--- config.mk ---
export PLATFORM = sky130hd
export DESIGN_NAME = eth_rx
export DESIGN_NICKNAME = d
export VERILOG_FILES = /design/src/rtl/eth_pkg.sv /design/src/rtl/eth_crc32.sv /design/src/rtl/eth_rx.sv
export SDC_FILE = /design/constraint.sdc
export NUM_CORES = 1
export LEC_CHECK = 0
export ABC_CLOCK_PERIOD_IN_PS = 2600
export CORE_ASPECT_RATIO = 0.6
export CORE_UTILIZATION = 48
export DETAILED_ROUTE_END_ITERATION = 7
export GPL_ROUTABILITY_DRIVEN = 1
export GPL_TIMING_DRIVEN = 0
export PLACE_DENSITY = 0.73
export SLEW_MARGIN = 10
export SYNTH_ARGS = -nofsm -noshare
export SYNTH_HDL_FRONTEND = slang
export SYNTH_HIERARCHICAL = 1
export SYNTH_SLANG_ARGS = --single-unit
export TNS_END_PERCENT = 30
--- constraint.sdc ---
create_clock -name clk -period 2.6 [get_ports clk]
set_clock_uncertainty 0.1 [all_clocks]
set_input_delay 0.39 -clock clk [delete_from_list [all_inputs] [get_ports clk]]
set_output_delay 0.39 -clock clk [all_outputs]
set_load 0.005 [all_outputs]
--- src/rtl/eth_pkg.sv ---
// Shared constants and types for the 10BASE-T receive path.
// Also used by the transmit-side FCS generator.
package eth_pkg;

    localparam logic [7:0]  ETH_SFD     = 8'hD5;
    localparam logic [7:0]  ETH_PRE     = 8'h55;
    localparam logic [31:0] CRC_INIT    = 32'hFFFFFFFF;
    // Good-frame residue in normal (MSB-first) bit order.
    localparam logic [31:0] CRC_RESIDUE = 32'hC704DD7B;
    // Reflected CRC-32 polynomial for the LSB-first register.
    localparam logic [31:0] CRC_POLY    = 32'hEDB88320;

    typedef enum logic [1:0] {
        IDLE = 2'd0,
        HUNT = 2'd1,
        DATA = 2'd2,
        END  = 2'd3
    } eth_state_e;

    // Converts between reflected and normal CRC bit order.
    function automatic logic [31:0] bitrev32(input logic [31:0] v);
        logic [31:0] r;
        for (int i = 0; i < 32; i++) begin
            r[i] = v[31-i];
        end
        return r;
    endfunction

endpackage

--- src/rtl/eth_crc32.sv ---
// Byte-wide reflected CRC-32 update, purely combinational.
// Bits are consumed LSB first, matching wire order.
module eth_crc32
    import eth_pkg::*;
(
    input  logic [31:0] i_crc_in,
    input  logic [7:0]  i_byte,
    output logic [31:0] o_crc_out
);

    logic [31:0] w_c;

    // Eight serial LFSR steps unrolled into one cycle.
    always_comb begin
        w_c = i_crc_in ^ {24'h0, i_byte};
        for (int i = 0; i < 8; i++) begin
            if (w_c[0]) begin
                w_c = (w_c >> 1) ^ CRC_POLY;
            end else begin
                w_c = w_c >> 1;
            end
        end
        o_crc_out = w_c;
    end

endmodule

--- src/rtl/eth_rx.sv ---
// 10BASE-T Manchester receiver: bit recovery, SFD hunt,
// byte assembly and FCS check on the oversampled line.
module eth_rx
    import eth_pkg::*;
#(
    parameter int CLKS_PER_BIT = 10,
    parameter int LOCKOUT      = 7,
    parameter int IDLE_CLKS    = 15
) (
    input  logic       clk,
    input  logic       rst,
    input  logic       rx_eth,
    output logic [7:0] out_data,
    output logic       out_valid,
    output logic       out_sof,
    output logic       out_eof,
    output logic       out_crc_ok,
    output logic       out_err
);

    localparam int LW = $clog2(CLKS_PER_BIT + 1);
    localparam int IW = $clog2(IDLE_CLKS + 1);

    localparam logic [LW-1:0] LOCK_INIT = LW'(LOCKOUT);
    localparam logic [IW-1:0] IDLE_MAX  = IW'(IDLE_CLKS);
    localparam logic [10:0]   BYTE_MAX  = 11'd2047;

    logic [1:0]    r_sync;
    logic          r_prev;
    logic [LW-1:0] r_lock;
    logic [IW-1:0] r_idle;

    eth_state_e    r_state;
    logic [7:0]    r_shift;
    logic [2:0]    r_bitcnt;
    logic [10:0]   r_bytecnt;
    logic [31:0]   r_crc;
    logic          r_sof_pend;
    logic          r_byte_rdy;

    logic          w_edge;
    logic          w_acc;
    logic          w_bit;
    logic          w_tmo;
    logic [7:0]    w_shift_nxt;
    logic [31:0]   w_crc_nxt;
    logic          w_aligned;
    logic          w_len_ok;
    logic          w_crc_match;

    assign w_edge      = r_sync[1] ^ r_prev;
    assign w_acc       = w_edge && (r_lock == '0);
    assign w_bit       = r_sync[1];
    // An accepted edge always beats a coincident timeout.
    assign w_tmo       = (r_idle == IDLE_MAX) && !w_acc;
    assign w_shift_nxt = {w_bit, r_shift[7:1]};
    assign w_aligned   = (r_bitcnt == 3'd0);
    assign w_len_ok    = (r_bytecnt >= 11'd4);
    // The register holds the residue in reflected order.
    assign w_crc_match = (bitrev32(r_crc) == CRC_RESIDUE);

    eth_crc32 u_crc (
        .i_crc_in  (r_crc),
        .i_byte    (r_shift),
        .o_crc_out (w_crc_nxt)
    );

    // Two-flop synchronizer plus previous sample for edge detect.
    always_ff @(posedge clk) begin
        if (rst) begin
            r_sync <= 2'b00;
            r_prev <= 1'b0;
        end else begin
            r_sync <= {r_sync[0], rx_eth};
            r_prev <= r_sync[1];
        end
    end

    // Lockout masks the cell-boundary edge after each mid-bit edge.
    always_ff @(posedge clk) begin
        if (rst) begin
            r_lock <= '0;
        end else if (w_acc) begin
            r_lock <= LOCK_INIT;
        end else if (r_lock != '0) begin
            r_lock <= r_lock - LW'(1);
        end
    end

    // Saturating count of clocks since the last accepted edge.
    always_ff @(posedge clk) begin
        if (rst) begin
            r_idle <= '0;
        end else if (w_acc) begin
            r_idle <= '0;
        end else if (r_idle != IDLE_MAX) begin
            r_idle <= r_idle + IW'(1);
        end
    end

    // Frame FSM with shift register, bit/byte counters and CRC.
    always_ff @(posedge clk) begin
        if (rst) begin
            r_state    <= IDLE;
            r_shift    <= 8'h00;
            r_bitcnt   <= 3'd0;
            r_bytecnt  <= 11'd0;
            r_crc      <= 32'h0;
            r_sof_pend <= 1'b0;
            r_byte_rdy <= 1'b0;
        end else begin
            r_byte_rdy <= 1'b0;
            unique case (r_state)
                IDLE: begin
                    if (w_acc) begin
                        r_shift <= w_shift_nxt;
                        r_state <= HUNT;
                    end
                end
                HUNT: begin
                    if (w_acc) begin
                        r_shift <= w_shift_nxt;
                        if (w_shift_nxt == ETH_SFD) begin
                            r_state    <= DATA;
                            r_bitcnt   <= 3'd0;
                            r_bytecnt  <= 11'd0;
                            r_crc      <= CRC_INIT;
                            r_sof_pend <= 1'b1;
                        end
                    end else if (w_tmo) begin
                        r_state <= IDLE;
                        r_shift <= 8'h00;
                    end
                end
                DATA: begin
                    if (w_acc) begin
                        r_shift  <= w_shift_nxt;
                        r_bitcnt <= r_bitcnt + 3'd1;
                        if (r_bitcnt == 3'd7) begin
                            r_byte_rdy <= 1'b1;
                        end
                    end else if (w_tmo) begin
                        r_state <= END;
                    end
                end
                END: begin
                    r_state <= IDLE;
                    r_shift <= 8'h00;
                end
            endcase
            // A completed byte is folded into the CRC one cycle later.
            if (r_byte_rdy) begin
                r_crc      <= w_crc_nxt;
                r_sof_pend <= 1'b0;
                if (r_bytecnt != BYTE_MAX) begin
                    r_bytecnt <= r_bytecnt + 11'd1;
                end
            end
        end
    end

    // Registered byte strobe and end-of-frame status.
    always_ff @(posedge clk) begin
        if (rst) begin
            out_data   <= 8'h00;
            out_valid  <= 1'b0;
            out_sof    <= 1'b0;
            out_eof    <= 1'b0;
            out_crc_ok <= 1'b0;
            out_err    <= 1'b0;
        end else begin
            out_valid  <= r_byte_rdy;
            out_sof    <= r_byte_rdy && r_sof_pend;
            if (r_byte_rdy) begin
                out_data <= r_shift;
            end
            out_eof    <= (r_state == END);
            out_crc_ok <= (r_state == END) && w_aligned
                          && w_len_ok && w_crc_match;
            out_err    <= (r_state == END)
                          && (!w_aligned || !w_len_ok);
        end
    end

endmodule

==> results of run 1 <==
## final timing paths
kind,start,to,slack (ns)
hold reg to reg,r_sync[0]$_SDFF_PP0_,r_sync[1]$_SDFF_PP0_,0.35
setup reg to reg,r_lock[0]$_SDFFE_PP0P_,r_bytecnt[8]$_SDFF_PP0_,0.18
setup / recovery,r_lock[0]$_SDFFE_PP0P_,r_bytecnt[8]$_SDFF_PP0_,0.18
hold / removal,r_sync[0]$_SDFF_PP0_,r_sync[1]$_SDFF_PP0_,0.35
## metrics by stage
| step | worst slack, ns | cell area, um2 | total power, mW |
|---|---|---|---|
| floorplan | 0.570 | 4390 | 1.55 |
| global placement | 0.283 | 4670 | 1.60 |
| detailed placement | 0.218 | 4670 | 1.62 |
| CTS | 0.184 | 4970 | 2.96 |
| global route | -0.0154 | 4970 | 3.06 |
| finish | 0.178 | 4970 | 2.94 |
## metal layers
metal  vias to the layer above  part of all wire (%)
met5                         -                     0
met4                         0                   1.0
met3                        11                   8.5
met2                       132                    39
met1                      1663                    51
li1                       1660                     -
## logic make-up after synthesis
family	after synthesis	synth area share [%]
and+or+nand+nor	136	15.9
adders and majority gates	8	2.28
buffers and inverters	40	4.28
DFF	82	37.4
muxes	11	2.54
xor gates and xnor gates	68	22.7
AOI/OAI and AO/OA	114	15.0
## layout make-up
class / count / area, um2
fillers: 738 / 3710
inverters: 16 / 60.1
well taps: 112 / 140
clock inverters: 5 / 81.3
flip-flops and latches: 82 / 1640
multi-input cells: 337 / 2560
repair buffers: 14 / 140
clock buffers: 9 / 225
plain buffers: 24 / 128
## power by group
part	total (mW)	internal [mW]	switching [mW]
clock	1.34	0.830	0.511
combinational	0.258	0.101	0.157
sequential	1.34	1.30	0.0395
total	2.94	2.23	0.708
## sequential cells by signal, summed over array words and instances, names as in the netlist, named ones only
| register | count |
|---|---|
| out_crc_ok | 1 |
| r_idle | 4 |
| r_sync | 2 |
| r_prev | 1 |
| out_data | 8 |
| r_byte_rdy | 1 |
| r_shift | 8 |
| r_lock | 4 |
| r_crc | 32 |
| r_state | 1 |
| out_valid | 1 |
| out_sof | 1 |
| r_bitcnt | 3 |
| out_err | 1 |
| r_bytecnt | 11 |
| out_eof | 1 |
| r_sof_pend | 1 |
## layout by cell type, fill, tap and decap left out, types with 9 or more instances in the layout
cell type	n
o21ai_0	10
a22oi_1	12
xnor3_1	11
clkbuf_1	16
mux2i_1	10
xnor2_1	29
nor3_1	13
o21ai_1	27
a21oi_1	47
nand2_1	43
clkdlybuf4s50_1	14
nand3_1	11
clkbuf_16	9
nor2_1	32
inv_1	15
dfxtp_1	82
==> results.yml, run 1 <==
run_status:
  violations: "DRC"
  outcome: "complete, but fails checks"
detailed_routing:
  vias_per_cell: 5.79
  detail_route.wl_per_cell_um: 18.1
  finalWirelength_um: 10800
  dr_total_vias: 3466
  ant_nets: 0
  drc_errors: 2
  drt_pre_antenna_iters: 7
  first_iter_violations: 393
synth:
  ys_top_cells_by_area: "dfxtp_1 (37%), xnor2_1 (5.8%), xnor3_1 (5.6%)"
  avgSynthCellArea_um2: 9.56
  ys_types: 54
  ys_ff_latch: 82
  netlist_instances: 459
  synthFlopType: "dfxtp_1"
  ys_async_sr_fraction_pct: 0
  synth_most_common_cell: "dfxtp_1"
  synth_top_area_share_pct: 37.4
  synth-seq-area-share_pct: 37.4
  ys_top_cells_by_count: "dfxtp_1 (82), a21oi_1 (47), nand2_1 (43)"
  syn-num-nets: 470
  synth_top_cell_by_area: "dfxtp_1"
  yosys_warnings: 6
  synth_edf_count: 0
  syn_area_um2: 4390
global_route:
  grt_usage_pct: 24.0
  met1_usage_pct: 36.9
  grt_max_degree: 14
  grt-busiest-layer: "met1"
  antenna_found_initial: 0
  grt_overflow: 0
  grt_pass1_vias: 3246
  grt_pass1_wl_um: 17500
  grtUsageMet2_pct: 32.2
  use_met3_pct: 6.60
layout:
  final_cells: 599
  synthToLayoutAreaGrowth_pct: 13.4
  drive_above_1_share_pct: 8.42
  final_util_pct: 57.3
  n_antenna_cell: 0
  nets: 495
setup_path:
  crit_slowest_cell: "nor4_4"
  critical_path_arrival_ns: 2.53
  cp.depth: 8
  crit_path_max_fanout: 8
  crit_path_end_kind: "register"
  critical_path.cell_chain: "inv_1 > ha_1 > or3b_1 > buf_2 > nor4_4 > nand2_1 > a31oi_1 > o32ai_1"
  required_ns: 2.71
  crit_path_start_kind: "register"
  path_buf_inv: 2
  cpPeakStageDelay_ns: 0.40
  cp_top_family: "simple AND/OR/NAND/NOR gates"
  r2r_cells: 8
  crit_type: "register to register"
floorplan:
  die_area_um2: 9540
  die_h_um: 76.1
  start_util_pct: 50.5
  placementRows: 26
  die_x_um: 125
  pin_count: 16
  core_um2: 8690
timing:
  worst_pin_slew_ns: 0.786
  fmax_mhz: 413
  setup_viol: 0
  fin_crit_ns: 2.42
  slew_violations: 0
  tns_ns: 0
  final_hold_viol_count: 0
  period_share_pct: 93.1
  relSlewSlack_pct: 47.6
  holdWs_ns: 0.352
  rsz0062_at_grt: "true"
clock_tree:
  clk_pin_slew_ns: 0.06
  cts_made_buffers: 9
  cts_tree: "done"
  clock-sinks: 82
  cts_buffer_depth: 2
  clkLatencyLatePin_ns: 0.35
  h-tree-depth: 3
  cts_hold_buf: 0
  post-cts-setup-buffers: 0
  clockRootBuffer: "clkbuf_16"
  ctsResizeCount: 0
placed_design:
  dp.cells: 585
  routabilityCongestion: 0.953
  io_buffers: 14
  hpwl_um: 7870
pwr:
  p_leak_nw: 1.87
  peakVddDrop_v: 0.000359
  p_per_area_nw_per_um2: 590
job:
  max_cap_violations: 0
hold_path:
  whs_path_depth: 1
  min_path_type: "register to register"
Power figures use the tool's default switching activity.
==> run 2, diff against run 1 <==
- CORE_UTILIZATION: 48 -> 25
- PLACE_DENSITY: 0.73 -> 0.47
==> run 2 against run 1 <==
The flow now finishes without violations. Die area increased by 90%. Worst setup slack lost 0.044 ns. Clock power is essentially flat. Critical path depth is 1 higher. Non-clock buffer count is the same. Via count is 2.5% lower. Critical path type unchanged. Total power down 0.31%. Core utilization decreased by 27 points. Hold slack worse by 0.012 ns.
==> results.yml, run 2 (same netlist as run 1, synthesis figures left out) <==
setup_path:
  crit_path_start_kind: "register"
  crit_type: "register to register"
  crit_path_end_kind: "register"
  required_ns: 2.76
  critical_path_arrival_ns: 2.62
  crit_path_max_fanout: 10
  reg2reg_slack_ns: 0.13
placed_design:
  pre_cts_ws_ns: 0.196
  io_buffers: 14
  routabilityCongestion: 0.878
  dp.cells: 707
  hpwl_um: 8610
  dpl_cell_area_um2: 4820
timing:
  slew_violations: 0
  worst_pin_slew_ns: 0.818
  fin_crit_ns: 2.47
  fmax_mhz: 406
  final_hold_viol_count: 0
  setup_viol: 0
  setup_slack_ns: 0.134
  relSlewSlack_pct: 45.5
  rsz0062_at_grt: "false"
  period_share_pct: 94.8
  tns_ns: 0
layout:
  nets: 495
  fillers: 1829
  final_area_um2: 5130
  final_common_cell: "dfxtp_1"
  drive_above_1_share_pct: 8.81
  largest_reg_flops: 32
  synthToLayoutAreaGrowth_pct: 16.9
  layout_common_cells: "dfxtp_1 (82), a21oi_1 (47), nand2_1 (43), nor2_1 (31), xnor2_1 (29)"
  n_antenna_cell: 0
  reg.largest.list: "r_crc x32, r_bytecnt x11"
  top_register: "r_crc"
  final_cells: 722
clock_tree:
  h-tree-depth: 3
  cts_hold_buf: 0
  clk_pin_slew_ns: 0.06
  clkLatencyLatePin_ns: 0.34
  cts_tree: "done"
  cts_made_buffers: 9
  clockRootBuffer: "clkbuf_16"
  clock-sinks: 82
  cts_buffer_depth: 2
pwr:
  p_per_area_nw_per_um2: 570
  power_frac_clock_pct: 45.5
  report.power.total_mw: 2.93
  power.internal_mw: 2.23
  p_comb_share_pct: 8.9
  switching_share_pct: 23.8
  pwr-share-seq_pct: 45.5
  p_leak_nw: 1.87
  peakVddDrop_v: 0.000293
  switchingPower_uw: 697
detailed_routing:
  ant_nets: 0
  finalWirelength_um: 11400
  first_iter_violations: 310
  dr_total_vias: 3381
  detail_route.wl_per_cell_um: 15.8
  drc_errors: 0
  vias_per_cell: 4.68
  drt_pre_antenna_iters: 5
global_route:
  antenna_found_initial: 0
  grt_overflow: 0
  grt_pass1_vias: 3191
  grt_max_degree: 14
  grt_pass1_wl_um: 18400
  grt_usage_pct: 13.3
floorplan:
  die_x_um: 173
  pin_count: 16
  placementRows: 37
  die_h_um: 105
  core_um2: 17100
  die_area_um2: 18100
  start_util_pct: 25.6
hold_path:
  min_path_type: "register to register"
run_status:
  outcome: "finished, final reports clean"
job:
  max_cap_violations: 0
==> run 2: layout make-up <==
cell class | instances | area (um2) | area share [%]
clock inverter | 6 | 82.6 | 1.61
sequential | 82 | 1640 | 32.0
timing repair buffer | 14 | 140 | 2.73
clock buffer | 9 | 225 | 4.39
multi-input combinational | 337 | 2560 | 49.9
tap | 234 | 293 | 5.71
buffer | 24 | 128 | 2.49
inverter | 16 | 60.1 | 1.17
==> run 2: worst paths after layout <==
path,startpoint,endpoint,cells after the start
worst max-delay path,r_lock[0]$_SDFFE_PP0P_,r_crc[21]$_SDFFE_PP0P_,9
worst min-delay path,r_sync[0]$_SDFF_PP0_,r_sync[1]$_SDFF_PP0_,1
worst max register to register,r_lock[0]$_SDFFE_PP0P_,r_crc[21]$_SDFFE_PP0P_,9
worst min register to register,r_sync[0]$_SDFF_PP0_,r_sync[1]$_SDFF_PP0_,1
==> run 2: layer usage <==
metal	up-vias	part of all wire, %	track usage [%]	wire [um]
li1	1646	-	-	-
met1	1623	57	21.7	6510
met2	104	36	16.5	4080
met3	8	6.3	3.28	714
met4	0	0.65	2.84	74
met5	-	0	0	0
==> run 2: per-stage QoR <==
stage          hold WS (ns)  util [%]
3_3_place_gp          0.325      28.1
3_5_place_dp          0.330      28.1
4_1_cts               0.345      29.9
5_1_grt               0.364      30.0
2_1_floorplan         0.314         -
6_report              0.340      30.0
==> run 2: worst max-delay path, stage by stage (launching register included) <==
cell and delay, ns:
dfxtp_1 0.33, inv_1 0.09, ha_1 0.19, or3b_1 0.34, buf_2 0.17, nor4_4 0.45
and2_4 0.32, buf_8 0.16, o21ai_1 0.07, a21oi_1 0.18
==> run 2: repair_timing <==
item,4_1_cts,5_1_grt
gates resized for setup,0,1
setup buffers,0,0
setup endpoints to repair,0,3
==> run 2: power groups by stage <==
stage / sequential [mW] / clock, mW / combinational, mW
floorplan: 1.35 / 0 / 0.201
global route: 1.34 / 1.43 / 0.294
CTS: 1.33 / 1.37 / 0.260
global placement: 1.36 / 0 / 0.246
detailed placement: 1.36 / 0 / 0.258
finish: 1.33 / 1.33 / 0.262
==> run 3, diff against run 2 <==
- CORE_ASPECT_RATIO: 0.6 -> 1.75
==> run 3 against run 2 <==
Sequential share of layout area hardly changed. Clock power hardly changed. Hold slack better by 0.013 ns. Combinational power hardly changed. Core utilization is 0.22 points higher. Non-clock buffer count stayed put. Global-route usage is 0.83 points higher. Worst setup slack better by 0.042 ns. Final cell count is 0.83% lower. Fmax is 1.7% higher. Sequential cell count stayed put. Critical path type unchanged. Largest power group unchanged.
==> results.yml, run 3 (same netlist as run 1, synthesis figures left out) <==
run_status:
  outcome: "finished, final reports clean"
hold_path:
  min_from: "r_sync[0]$_SDFF_PP0_"
  min_to: "r_sync[1]$_SDFF_PP0_"
  whs_path_depth: 1
  min_path_type: "register to register"
setup_path:
  regToRegEndpoint: "r_crc[0]$_SDFFE_PP0P_"
  crit_type: "register to register"
  crit_path_start_kind: "register"
  required_ns: 2.76
  r2r_cells: 9
  crit_path_max_fanout: 10
  reg2reg_slack_ns: 0.18
  rr_startpoint: "r_lock[0]$_SDFFE_PP0P_"
  critical_path_arrival_ns: 2.58
  crit_path_end_kind: "register"
detailed_routing:
  drc_errors: 0
  drt_pre_antenna_iters: 4
  ant_nets: 0
  vias_per_cell: 4.75
  finalWirelength_um: 11800
  detail_route.wl_per_cell_um: 16.5
  dr_total_vias: 3401
  first_iter_violations: 177
job:
  max_cap_violations: 0
clock_tree:
  clk_pin_slew_ns: 0.06
  clockRootBuffer: "clkbuf_16"
  cts_made_buffers: 9
  clkLatencyLatePin_ns: 0.34
  cts_buffer_depth: 2
  cts_tree: "done"
  post-cts-setup-buffers: 0
  clock-sinks: 82
  h-tree-depth: 3
  cts_hold_buf: 0
global_route:
  grt_max_degree: 15
  antenna_found_initial: 0
  grt_usage_pct: 14.1
  grt_overflow: 0
  grt_pass1_wl_um: 18600
  grt_pass1_vias: 3420
floorplan:
  pin_count: 16
  die_x_um: 102
  start_util_pct: 25.8
  die_area_um2: 18100
  placementRows: 63
  die_h_um: 177
  core_um2: 17000
timing:
  final_hold_viol_count: 0
  rsz0062_at_grt: "true"
  holdWs_ns: 0.353
  tns_ns: 0
  fin_crit_ns: 2.42
  period_share_pct: 93.2
  slew_violations: 0
  setup_slack_ns: 0.176
  setup_viol: 0
  worst_pin_slew_ns: 0.745
  fmax_mhz: 413
  relSlewSlack_pct: 50.3
placed_design:
  pre_cts_ws_ns: 0.0261
  hpwl_um: 9170
  io_buffers: 14
  routabilityCongestion: 0.806
layout:
  regArea_um2: 1640
  drive_above_1_share_pct: 9.20
  top_register: "r_crc"
  nets: 495
  largest_reg_flops: 32
  final_util_pct: 30.2
  reg.largest.list: "r_crc x32, r_bytecnt x11"
  synthToLayoutAreaGrowth_pct: 17.1
  fillers: 1780
  layout_common_cells: "dfxtp_1 (82), a21oi_1 (47), nand2_1 (42), nor2_1 (32), xnor2_1 (28)"
  n_antenna_cell: 0
  final_common_cell: "dfxtp_1"
  multi_input_area_um2: 2570
pwr:
  power.internal_mw: 2.20
  pwr-share-seq_pct: 45.6
  peakVddDrop_v: 0.000260
  p_comb_share_pct: 9.0
  p_leak_nw: 1.87
  switchingPower_uw: 723
  p_per_area_nw_per_um2: 568
  switching_share_pct: 24.7
  power_frac_clock_pct: 45.4
## run 3: critical path, stage by stage, from the launching register on
cell and delay [ns]:
dfxtp_1 0.33, inv_1 0.08, ha_1 0.17, or3b_1 0.34
buf_2 0.19, nor4_4 0.44, and2_4 0.29, buf_8 0.15
o21ai_1 0.06, a21oi_1 0.18
## run 3: final cells by class
cell class | instances | area share (%)
Inverter | 16 | 1.17
Clock inverter | 5 | 1.22
Clock buffer | 11 | 4.92
Tap cell | 227 | 5.53
Buffer | 24 | 2.48
Timing Repair Buffer | 14 | 2.73
Sequential cell | 82 | 32.0
Multi-Input combinational cell | 337 | 50.0
## run 3: worst max-delay path by stage
stage | startpoint | end | slack, ns | cells past startpoint
5_1_grt | r_lock[0]$_SDFFE_PP0P_ | r_crc[26]$_SDFFE_PP0P_ | -0.00005 | 9
3_3_place_gp | r_sync[1]$_SDFF_PP0_ | r_shift[0]$_SDFFE_PP0P_ | 0.02 | 5
6_report | r_lock[0]$_SDFFE_PP0P_ | r_crc[0]$_SDFFE_PP0P_ | 0.18 | 9
3_5_place_dp | r_sync[1]$_SDFF_PP0_ | r_shift[5]$_SDFFE_PP0P_ | 0.03 | 5
4_1_cts | r_lock[0]$_SDFFE_PP0P_ | r_bytecnt[8]$_SDFF_PP0_ | 0.13 | 8
2_1_floorplan | r_lock[0]$_SDFFE_PP0P_ | r_crc[0]$_SDFFE_PP0P_ | 0.57 | 9
## run 3: power by group through the flow
stage	Combinational, mW	Clock [mW]	Sequential (mW)
floorplan	0.201	0	1.35
global placement	0.261	0	1.36
detailed placement	0.268	0	1.36
CTS	0.270	1.36	1.33
global route	0.298	1.41	1.34
finish	0.262	1.33	1.33
## run 3: per-layer routing
metal / vias up / wire (um) / GRT usage [%]
met5: - / 0 / 0
met4: 0 / 709 / 9.70
met3: 38 / 237 / 2.25
met2: 62 / 6680 / 26.5
met1: 1636 / 4200 / 13.6
li1: 1665 / - / -
## run 3: metrics by stage
stage	total power, mW	instances	cell area, um2
detailed placement	1.63	700	4810
global route	3.05	716	5140
CTS	2.97	716	5130
finish	2.92	716	5140
global placement	1.62	700	4810
floorplan	1.55	459	4390
## run 3: repair_timing
action                                  in CTS  in global routing
gates resized for setup                      1                  1
endpoints found under the setup margin       6                  2
pin swaps                                    0                  0
hold endpoints to repair                     0                  0
